**src/rtl/memory_arbiter_pkg.sv**
```systemverilog
// Shared types and defaults for the two-port byte memory arbiter.
package mem_arb_pkg;

  localparam int DATA_W_DEF = 8;
  localparam int ADDR_W_DEF = 2;

  typedef enum logic [1:0] {
    IDLE   = 2'd0,
    ACCESS = 2'd1,
    RESP   = 2'd2
  } state_e;

  typedef enum logic {
    PORT_A = 1'b0,
    PORT_B = 1'b1
  } port_e;

  // A lone requester always wins; under contention the favoured port wins.
  function automatic port_e pick_port(input logic req_a, input logic req_b,
                                      input port_e fav);
    if (req_a && !req_b) return PORT_A;
    if (req_b && !req_a) return PORT_B;
    return fav;
  endfunction

endpackage

```
**src/rtl/memory_arbiter_regfile.sv**
```systemverilog
// Byte storage: synchronous write, one access read port and one view read port.
module byte_regfile
  import mem_arb_pkg::*;
#(
  parameter int DATA_W = DATA_W_DEF,
  parameter int ADDR_W = ADDR_W_DEF
) (
  input  logic              clk,
  input  logic              reset,
  input  logic              i_we,
  input  logic [ADDR_W-1:0] i_waddr,
  input  logic [DATA_W-1:0] i_wdata,
  input  logic [ADDR_W-1:0] i_raddr,
  output logic [DATA_W-1:0] o_rdata,
  input  logic [ADDR_W-1:0] i_vaddr,
  output logic [DATA_W-1:0] o_vdata
);

  localparam int DEPTH = 2 ** ADDR_W;

  logic [DATA_W-1:0] r_mem [DEPTH];

  // Storage write; reset clears every entry so an aborted write leaves no trace.
  always_ff @(posedge clk or posedge reset) begin
    if (reset) begin
      for (int i = 0; i < DEPTH; i++) r_mem[i] <= '0;
    end else if (i_we) begin
      r_mem[i_waddr] <= i_wdata;
    end
  end

  assign o_rdata = r_mem[i_raddr];
  assign o_vdata = r_mem[i_vaddr];

endmodule

```
**src/rtl/memory_arbiter.sv**
```systemverilog
// Two-port round-robin arbiter sequencing reads and writes into a byte regfile.
module memory_arbiter
  import mem_arb_pkg::*;
#(
  parameter int DATA_W = DATA_W_DEF,
  parameter int ADDR_W = ADDR_W_DEF
) (
  input  logic              clk,
  input  logic              reset,
  input  logic              a_req,
  input  logic              a_we,
  input  logic [ADDR_W-1:0] a_addr,
  input  logic [DATA_W-1:0] a_wdata,
  output logic              a_gnt,
  output logic              a_rvalid,
  output logic [DATA_W-1:0] a_rdata,
  input  logic              b_req,
  input  logic              b_we,
  input  logic [ADDR_W-1:0] b_addr,
  input  logic [DATA_W-1:0] b_wdata,
  output logic              b_gnt,
  output logic              b_rvalid,
  output logic [DATA_W-1:0] b_rdata,
  input  logic [ADDR_W-1:0] view_addr,
  output logic [DATA_W-1:0] view_data,
  output logic              busy
);

  state_e            r_state, w_state_nxt;
  port_e             r_owner, r_fav, w_pick;
  logic              r_we, w_take;
  logic [ADDR_W-1:0] r_addr;
  logic [DATA_W-1:0] r_wdata, r_a_rdata, r_b_rdata, w_rd_data;
  logic              w_access, w_wr_en;

  assign w_access = (r_state == ACCESS);
  assign w_wr_en  = w_access && r_we;

  byte_regfile #(.DATA_W(DATA_W), .ADDR_W(ADDR_W)) u_regfile (
    .clk     (clk),
    .reset   (reset),
    .i_we    (w_wr_en),
    .i_waddr (r_addr),
    .i_wdata (r_wdata),
    .i_raddr (r_addr),
    .o_rdata (w_rd_data),
    .i_vaddr (view_addr),
    .o_vdata (view_data)
  );

  // State register.
  always_ff @(posedge clk or posedge reset) begin
    if (reset) r_state <= IDLE;
    else       r_state <= w_state_nxt;
  end

  // Next state, new-request capture and handshake outputs.
  always_comb begin
    w_state_nxt = r_state;
    w_take      = 1'b0;
    w_pick      = pick_port(a_req, b_req, r_fav);
    a_gnt       = 1'b0;
    b_gnt       = 1'b0;
    a_rvalid    = 1'b0;
    b_rvalid    = 1'b0;
    busy        = 1'b0;
    case (r_state)
      IDLE: begin
        if (a_req || b_req) begin
          w_take      = 1'b1;
          w_state_nxt = ACCESS;
        end
      end
      ACCESS: begin
        busy        = 1'b1;
        a_gnt       = (r_owner == PORT_A);
        b_gnt       = (r_owner == PORT_B);
        w_state_nxt = RESP;
      end
      RESP: begin
        busy     = 1'b1;
        a_rvalid = !r_we && (r_owner == PORT_A);
        b_rvalid = !r_we && (r_owner == PORT_B);
        if (a_req || b_req) begin
          w_take      = 1'b1;
          w_state_nxt = ACCESS;
        end else begin
          w_state_nxt = IDLE;
        end
      end
      default: w_state_nxt = IDLE;
    endcase
  end

  // Latch the winning request's command so requesters may drop req after gnt.
  always_ff @(posedge clk or posedge reset) begin
    if (reset) begin
      r_owner <= PORT_A;
      r_we    <= 1'b0;
      r_addr  <= '0;
      r_wdata <= '0;
    end else if (w_take) begin
      r_owner <= w_pick;
      r_we    <= (w_pick == PORT_A) ? a_we    : b_we;
      r_addr  <= (w_pick == PORT_A) ? a_addr  : b_addr;
      r_wdata <= (w_pick == PORT_A) ? a_wdata : b_wdata;
    end
  end

  // Priority pointer flips toward the non-owner once an access executes.
  always_ff @(posedge clk or posedge reset) begin
    if (reset)         r_fav <= PORT_A;
    else if (w_access) r_fav <= (r_owner == PORT_A) ? PORT_B : PORT_A;
  end

  // Per-port read result registers, held until that port's next read.
  always_ff @(posedge clk or posedge reset) begin
    if (reset) begin
      r_a_rdata <= '0;
      r_b_rdata <= '0;
    end else if (w_access && !r_we) begin
      if (r_owner == PORT_A) r_a_rdata <= w_rd_data;
      else                   r_b_rdata <= w_rd_data;
    end
  end

  assign a_rdata = r_a_rdata;
  assign b_rdata = r_b_rdata;

endmodule

```
**config.mk**
```make
export PLATFORM = sky130hd
export DESIGN_NAME = memory_arbiter
export DESIGN_NICKNAME = d
export VERILOG_FILES = /design/src/rtl/memory_arbiter_pkg.sv /design/src/rtl/memory_arbiter_regfile.sv /design/src/rtl/memory_arbiter.sv
export SDC_FILE = /design/constraint.sdc
export NUM_CORES = 1
export LEC_CHECK = 0
export BUFFER_PORTS_ARGS = -buffer_cell sky130_fd_sc_hd__buf_2
export CAP_MARGIN = 20
export CORE_MARGIN = 3
export CORE_UTILIZATION = 26
export CTS_CLUSTER_DIAMETER = 120
export DETAILED_ROUTE_END_ITERATION = 7
export HOLD_SLACK_MARGIN = 0.05
export PLACE_DENSITY = 0.43
export SLEW_MARGIN = 20
export SYNTH_ARGS = -nofsm -noshare
export SYNTH_HDL_FRONTEND = slang
export SYNTH_SLANG_ARGS = --single-unit
```
**constraint.sdc**
```tcl
create_clock -name clk -period 4.9 [get_ports clk]
set_input_delay 0.735 -clock clk [delete_from_list [all_inputs] [get_ports clk]]
set_output_delay 0.735 -clock clk [all_outputs]
set_load 0.01 [all_outputs]
```
==> out/qor.csv, run 1 <==
metric,value,unit
outcome,finished clean,
Synthesized Nets,256,
final net count,305,
Netlist cell types,28,
Setup CP Type,primary input to primary output,
Critical Path Fanout Max,8,
largest net degree at the start of global routing,64,
Finish-stage setup viols,0,
gpl congestion,0.7411,
max-cap check violation count,0,
# IOs,57,
Setup TNS Final,0,ps
CTS Buf Count,9,
Post-synth EDFFs,0,
"Clk Latency, worst-skew pair",320,ps
Ant. Diodes,0,
clock transition at the registers of the reported paths,50,ps
final WL,7.208,mm
Seq cells post-synth,63,
antenna violations before repair,0,
syn avg cell area,14.04,um^2
grt ovf,0,
CTS tree,done,
Mapped Cells,223,
placed instance area,3498,um^2
Slowest cell on crit path,mux4_2,
post-placement cell count,404,
most frequent cells in the layout,"dfrtp_1, buf_2, mux2_2",
sequential area share after synthesis,50.34,%
Post-CTS Setup Bufs,0,
Longest Clk Path Bufs,2,
Worst EP arrival,1720,ps
Initial DRC Count,107,
clock root buffer master,clkbuf_16,
Clock Sinks,63,
Hold Crit Class,flip-flop to flip-flop,
Crit path max-delay family,multiplexers,
core box area,11610,um^2
Via density,4.914,
Via Count,2064,
Initial Util,26.97,%
PortBufs,56,
Area Growth Syn to Fin,21.65,%
mapped cell area,3132,um^2
Async SR Flop Fraction,100.0,%
Lkg Pwr,1.789,nW
"Top FF cell, synth",dfrtp_1,
CP Buf/Inv Count,2,
fill cell count,1150,
row cnt,39,
Post-CTS Hold Fix Bufs,0,
CP Data Required Time,4160,ps
max-slew violation count,0,
drt drc,0,
RSZ-0062 raised after global routing,false,
"Hold Violations, Final",0,
first-pass GRT wire length,11.79,mm
cts repair resizes,0,
Pwr per Cell Area,645.1,nW/um^2
Worst Max-Slew Pin Slew,873.2,ps
vias in the first global route,2037,
crit path time final,2458,ps
Slew HR,41.79,%
H-tree lvl count,3,
"commonest non-fill, non-tap cell in the layout",dfrtp_1,
Yosys warning count,0,
clk_skew,5.724,ps
fin cells,420,
final worst path period share,50.17,%
Detailed Place HPWL,5.159,mm
fin area,3810,um^2
CP most frequent cell,buf_2,
crit end category,primary output,
DIE HEIGHT,115.8,um
layout cells sized above 1,50.54,%
post-route ant nets,0,
Die ar.,13400,um^2
Total GRT Usage,11.71,%
Peak VDD IR,0.1889,mV
Max Clk Rate,406.8,MHz
Detailed Routing Iterations Pass 1,4,
setup ws final,2442,ps
post-place setup slack,2408,ps
CP Launch Type,primary input,
CP max stage delay,550,ps
crit-path cells,buf_2 > mux4_2 > buf_2,
DR WL/cell,17.16,um
Die W,115.8,um
cell usage after synthesis, drive strengths merged (2+ instances only):
library cell / count / area, um^2
mux4: 16 / 371.6
o2111ai: 22 / 192.7
buf: 9 / 62.55
dfrtp: 63 / 1577
ha: 5 / 62.56
nand2: 14 / 52.55
nand3: 11 / 55.05
nand4b: 2 / 30.03
mux2: 49 / 551.8
nor2: 2 / 7.510
inv: 6 / 22.52
nor3b: 2 / 15.01
clkbuf: 10 / 37.54
per-stage QoR:
stage / util, % / power [W] / hold slack [ps]
2_1_floorplan: - / 0.001577 / 488.2
3_3_place_gp: 30.12 / 0.001821 / 483.2
3_5_place_dp: 30.12 / 0.001839 / 488.0
4_1_cts: 32.81 / 0.002501 / 500.7
5_1_grt: 32.81 / 0.002638 / 510.5
6_report: 32.81 / 0.002458 / 495.3
flip-flops by register name, summed over array words and instances, names as in the netlist:
register / cells
u_regfile.r_mem: 32
r_fav: 1
r_state: 2
r_wdata: 8
a_rdata: 8
r_owner: 1
r_addr: 2
r_we: 1
b_rdata: 8
power breakdown:
part	internal [W]	switching [W]	leakage, nW
clock	0.000435	0.000213	0.149
sequential	0.000747	0.000249	0.803
combinational	0.000450	0.000364	0.838
total	0.00163	0.000826	1.79
worst paths after layout:
check / cells past startpoint / slack [ps] / start / endpoint
min in group asynchronous: 3 / 650 / reset / b_rdata[2]$_DFFE_PP0P_
worst min register to register: 1 / 500 / b_rdata[2]$_DFFE_PP0P_ / b_rdata[2]$_DFFE_PP0P_
worst max-delay path: 3 / 2440 / view_addr[0] / view_data[1]
worst min-delay path: 1 / 500 / b_rdata[2]$_DFFE_PP0P_ / b_rdata[2]$_DFFE_PP0P_
max in group asynchronous: 3 / 3720 / reset / u_regfile.r_mem[28]$_DFFE_PP0P_
worst max register to register: 2 / 2960 / r_addr[0]$_DFFE_PP0P_ / a_rdata[4]$_DFFE_PP0P_
final cells by class:
type                    count  area (um^2)  area share [%]
flip-flops and latches     63         1577           41.38
multi-input cells         135         1433           37.60
repair buffers             57        287.8           7.553
clock buffers              14        274.0           7.192
well taps                 143        178.9           4.696
clock inverters             2        37.54          0.9852
inverters                   6        22.52          0.5911
per-layer routing:
metal / up-vias / global-route usage [%] / routed length [um]
met1: 1046 / 17.08 / 3637
met5: - / 0 / 0
li1: 951 / - / -
met3: 2 / 4.230 / 411
met2: 65 / 16.51 / 3114
met4: 0 / 3.016 / 44
kinds of logic (layout without fill, tap and decap cells):
| logic type | after synthesis | count (layout) | synth area share (%) |
|---|---|---|---|
| AOI/OAI and AO/OA | 26 | 26 | 6.872 |
| DFF | 63 | 63 | 50.34 |
| muxes | 65 | 65 | 29.48 |
| buffers and inverters | 25 | 79 | 3.915 |
| adders and majority gates | 5 | 5 | 1.998 |
| and+or+nand+nor | 39 | 39 | 7.392 |
Note: power is estimated with default switching activity, not from simulation.
==> run 2, diff against run 1 <==
==> constraint.sdc (replaced) <==
create_clock -name clk -period 2.5 [get_ports clk]
set_input_delay 0.375 -clock clk [delete_from_list [all_inputs] [get_ports clk]]
set_output_delay 0.375 -clock clk [all_outputs]
set_load 0.01 [all_outputs]
==> out/qor.csv, run 2 (same netlist as run 1, synthesis figures left out) <==
metric,value,unit,change
outcome,finished clean,,
"Clk Latency, worst-skew pair",320,ps,about the same
first-pass GRT wire length,11.77,mm,-0.12%
gpl congestion,0.7011,,-5.4%
setup ws final,546.4,ps,-1895 ps
Post-CTS Hold Fix Bufs,0,,unchanged
Max Clk Rate,511.9,MHz,
Via Count,2033,,-1.5%
Setup TNS Final,0,ps,unchanged
clock root buffer master,clkbuf_16,,
Hold Crit Class,primary input to async pin,,
Initial Util,26.97,%,unchanged
crit end category,flip-flop,,
largest net degree at the start of global routing,41,,-36%
post-route ant nets,0,,unchanged
grt ovf,0,,unchanged
crit path time final,1954,ps,
layout cells sized above 1,50.72,%,+0.18 points
CP Launch Type,flip-flop,,
post-place setup slack,525.7,ps,-1882 ps
most frequent cells in the layout,"dfrtp_1, buf_2, mux2_2",,
Ant. Diodes,0,,unchanged
Worst Max-Slew Pin Slew,741.3,ps,-131.9 ps
clk_skew,7.982,ps,+2.258 ps
Area Growth Syn to Fin,21.21,%,
Largest Register,u_regfile.r_mem,,
CP Data Required Time,2700,ps,-1460 ps
DR WL/cell,17.14,um,-0.15%
PortBufs,56,,unchanged
Lkg Pwr,1.785,nW,-0.24%
Largest register FFs,32,,unchanged
multi-input logic area,1433,um^2,unchanged
cts repair resizes,0,,unchanged
DIE HEIGHT,115.8,um,unchanged
Setup CP Type,flip-flop to flip-flop,,
vias in the first global route,2099,,+3.0%
Initial DRC Count,76,,-29%
H-tree lvl count,3,,unchanged
drt drc,0,,unchanged
final net count,306,,+0.33%
Finish-stage setup viols,0,,unchanged
Critical Path Fanout Max,8,,unchanged
"commonest non-fill, non-tap cell in the layout",dfrtp_1,,
CTS tree,done,,
row cnt,39,,unchanged
core box area,11610,um^2,unchanged
Worst EP arrival,2150,ps,+430 ps
final WL,7.214,mm,about the same
Slew HR,50.58,%,+8.8 points
Detailed Routing Iterations Pass 1,4,,unchanged
clock transition at the registers of the reported paths,50,ps,about the same
Die ar.,13400,um^2,unchanged
Power Total,0.004702,W,+91%
max-cap check violation count,0,,unchanged
FF/Latch Area,1577,um^2,unchanged
Longest Clk Path Bufs,2,,unchanged
Total GRT Usage,11.60,%,-0.11 points
max-slew violation count,0,,unchanged
Clock Sinks,63,,unchanged
Detailed Place HPWL,5.249,mm,+1.8%
antenna violations before repair,0,,unchanged
RSZ-0062 raised after global routing,false,,
CTS Buf Count,9,,unchanged
Post-Route Utilization,32.69,%,-0.12 points
# IOs,57,,unchanged
Via density,4.829,,-1.7%
Die W,115.8,um,unchanged
final worst path period share,78.14,%,
Post-CTS Setup Bufs,0,,unchanged
Pwr per Cell Area,1239,nW/um^2,+92%
Peak VDD IR,0.3617,mV,+91%
fill cell count,1191,,+3.6%
"Hold Violations, Final",0,,unchanged
==> run 2: cell count changes in the layout (fill, tap and decap cells not counted) <==
cell,change
bufinv_16,-1
buf_12,+1
clkbuf_8,-1
clkinv_2,+2
==> run 2: routing by layer <==
metal	global-route usage [%]	up-vias	routed length, um
met3	3.812	5	373
met2	16.47	61	3101
met1	16.92	1013	3672
met4	3.248	0	67
met5	0	-	0
li1	-	954	-
==> run 2: through the flow <==
| stage | cell area [um^2] | std cells | hold WS, ps |
|---|---|---|---|
| final | 3796 | 421 | 107.3 |
| after global routing | 3796 | 421 | 143.3 |
| after CTS | 3796 | 421 | 117.1 |
| after detailed placement | 3518 | 405 | 461.7 |
| after global placement | 3518 | 405 | 459.6 |
| after floorplan | 3132 | 223 | 488.2 |
==> run 2: worst paths after layout <==
path / slack (ps) / start / cells past startpoint / to
worst max-delay path: 550 / r_state[1]$_DFFE_PP0P_ / 5 / u_regfile.r_mem[26]$_DFFE_PP0P_
worst min-delay path: 110 / reset / 2 / a_rdata[0]$_DFFE_PP0P_
worst max register to register: 550 / r_state[1]$_DFFE_PP0P_ / 5 / u_regfile.r_mem[26]$_DFFE_PP0P_
worst min register to register: 500 / a_rdata[6]$_DFFE_PP0P_ / 1 / a_rdata[6]$_DFFE_PP0P_
max in group asynchronous: 1800 / reset / 3 / r_wdata[5]$_DFFE_PP0P_
min in group clk: 350 / b_wdata[4] / 3 / r_wdata[4]$_DFFE_PP0P_
==> run 2: critical path, stage by stage (launching register included) <==
cell     delay (ps)
dfrtp_1         400
inv_1           110
ha_1            330
nand2_1         140
nor3_4          440
mux2_2          400
==> run 2: cell type report <==
class                           instances  area share (%)
Sequential cell                        63           41.53
Clock buffer                           13           6.856
Multi-Input combinational cell        135           37.74
Clock inverter                          3          0.4614
Timing Repair Buffer                   58           8.108
Tap cell                              143           4.713
Inverter                                6          0.5933
==> run 2: where the power goes <==
| group | leakage [nW] | switching, W | internal [W] |
|---|---|---|---|
| clock | 0.136 | 0.000417 | 0.000721 |
| combinational | 0.847 | 0.000728 | 0.000896 |
| sequential | 0.803 | 0.000476 | 0.00146 |
| total | 1.79 | 0.00162 | 0.00308 |
==> run 3, diff against run 2 <==
==> constraint.sdc (replaced) <==
create_clock -name clk -period 1.8 [get_ports clk]
set_input_delay 0.27 -clock clk [delete_from_list [all_inputs] [get_ports clk]]
set_output_delay 0.27 -clock clk [all_outputs]
set_load 0.01 [all_outputs]
==> out/qor.csv, run 3 (same netlist as run 1, synthesis figures left out) <==
metric,value,unit,change
Worst EP arrival,1410,ps,-740 ps
Initial DRC Count,84,,+11%
Hold Crit Class,primary input to flip-flop,,
Worst Max-Slew Pin Slew,566.0,ps,-175.3 ps
met2 Usage GRT,17.25,%,+0.77 points
Detailed Place HPWL,5.552,mm,+5.8%
DIE HEIGHT,115.8,um,unchanged
Largest register FFs,32,,unchanged
Critical Path Fanout Max,5,,-3
"commonest non-fill, non-tap cell in the layout",dfrtp_1,,
smallest hold slack,241.0,ps,+133.8 ps
Global Route met3 Usage,3.864,%,+0.052 points
max-slew violation count,0,,unchanged
final WL,7.429,mm,+3.0%
worst hold start,b_we,,
Setup CP Type,flip-flop to primary output,,
RSZ-0062 raised after global routing,true,,
switching pwr,0.002352,W,+45%
Detailed Routing Iterations Pass 1,4,,unchanged
WHS Path Cells,3,,
worst r2r src,r_state[0]$_DFFE_PP0P_,,
largest net degree at the start of global routing,25,,-39%
Peak VDD IR,0.5405,mV,+49%
"Hold Violations, Final",0,,unchanged
Pwr per Cell Area,1710,nW/um^2,+38%
Max Clk Rate,595.0,MHz,
CTS Buf Count,9,,unchanged
gpl congestion,0.7302,,+4.2%
crit end category,primary output,,
Largest Register,u_regfile.r_mem,,
max-cap check violation count,0,,unchanged
Lkg Pwr,1.880,nW,+5.3%
setup ws final,119.3,ps,-427.1 ps
r2r worst-path depth,5,,unchanged
row cnt,39,,unchanged
clock transition at the registers of the reported paths,50,ps,about the same
Gate power share,38.4,%,+3.9 points
H-tree lvl count,3,,unchanged
vias in the first global route,2212,,+5.4%
Ant. Diodes,0,,unchanged
internal power,0.004485,W,+46%
post-placement cell count,421,,+4.0%
first-pass GRT wire length,12.09,mm,+2.7%
DR WL/cell,16.96,um,-1.0%
Area Growth Syn to Fin,27.65,%,
clock network fraction of total power,23.8,%,-0.4 points
met1 usage,17.28,%,+0.36 points
PortBufs,56,,unchanged
fin cells,438,,+4.0%
outcome,finished clean,,
Initial Util,26.97,%,unchanged
antenna violations before repair,0,,unchanged
final net count,323,,+5.6%
Post-CTS Setup Bufs,0,,unchanged
core box area,11610,um^2,unchanged
final worst path period share,93.37,%,
post-route ant nets,0,,unchanged
Total GRT Usage,11.94,%,+0.34 points
Longest Clk Path Bufs,2,,unchanged
Slew HR,62.19,%,+12 points
Die ar.,13400,um^2,unchanged
clock root buffer master,clkbuf_16,,
most frequent cells in the layout,"dfrtp_1, buf_2, mux2_2",,
R2R Setup Slk,160,ps,-390 ps
Via Count,2107,,+3.6%
Clock Sinks,63,,unchanged
CP Launch Type,flip-flop,,
end of the worst hold path,r_we$_DFFE_PP0P_,,
Via density,4.811,,-0.38%
Die W,115.8,um,unchanged
Critical R2R Capture,r_wdata[3]$_DFFE_PP0P_,,
post-place setup slack,119.4,ps,-406.2 ps
layout cells sized above 1,54.92,%,+4.2 points
crit path time final,1681,ps,
grt ovf,0,,unchanged
CP Data Required Time,1530,ps,-1170 ps
# IOs,57,,unchanged
grt peak-use layer,met1,,
Finish-stage setup viols,0,,unchanged
"Clk Latency, worst-skew pair",330,ps,about the same
clk_skew,2.997,ps,-4.985 ps
CTS tree,done,,
sequential share of power,37.8,%,-3.4 points
sw frac,34.40,%,-0.072 points
drt drc,0,,unchanged
run 3: cell types whose count changed in the layout (fill, tap and decap cells not counted), sizes merged:
cell and change:
dlygate4sd3 +1, clkinvlp +3, clkbuf -2, inv -1, buf +16
run 3: power by group through the flow:
stage	logic (W)	registers, W	clock network, W
after floorplan	0.00184	0.00245	0
after global placement	0.00266	0.00259	0
after detailed placement	0.00267	0.00261	0
after CTS	0.00268	0.00259	0.00167
after global routing	0.00290	0.00269	0.00175
final	0.00263	0.00259	0.00162
run 3: timing repair:
item / in CTS / in global routing
hold endpoints to repair: 21 / 0
resized for setup: 0 / 3
setup endpoints to repair: 0 / 10
hold buffers: 1 / 0
run 3: final cells by class:
cell class | count | area, um^2
fill | 1159 | 7616
sequential | 63 | 1577
multi-input combinational | 135 | 1443
timing repair buffer | 75 | 488.0
clock buffer | 11 | 252.7
tap | 143 | 178.9
clock inverter | 5 | 32.53
inverter | 6 | 26.28
run 3: worst max-delay path by stage:
stage	depth (start not counted)	slack, ps	from	end
CTS	5	40	r_state[1]$_DFFE_PP0P_	a_gnt
floorplan	7	40	r_state[1]$_DFFE_PP0P_	a_rdata[0]$_DFFE_PP0P_
detailed placement	5	120	r_state[1]$_DFFE_PP0P_	a_rdata[4]$_DFFE_PP0P_
global route	5	-9	r_state[1]$_DFFE_PP0P_	a_gnt
global placement	5	170	r_state[1]$_DFFE_PP0P_	a_rdata[4]$_DFFE_PP0P_
finish	5	120	r_state[1]$_DFFE_PP0P_	a_gnt
run 3: through the flow:
step | area (um^2) | TNS, ps | utilization [%] | power [W]
global route | 3998 | -8.851 | 34.42 | 0.007339
CTS | 3988 | 0 | 34.34 | 0.006941
detailed placement | 3692 | 0 | 31.79 | 0.005277
floorplan | 3136 | 0 | - | 0.004293
finish | 3998 | 0 | 34.42 | 0.006837
global placement | 3692 | 0 | 31.79 | 0.005246
run 3: worst max-delay path: stages (launching register included):
cell,delay [ps]
dfrtp_1,380
inv_1,100
ha_2,220
nor2b_2,160
buf_4,110
buf_2,110
run 3: metal layers:
layer	vias up	wire [um]
li1	995	-
met1	1034	3777
met2	72	3165
met3	6	421
met4	0	64
met5	-	0
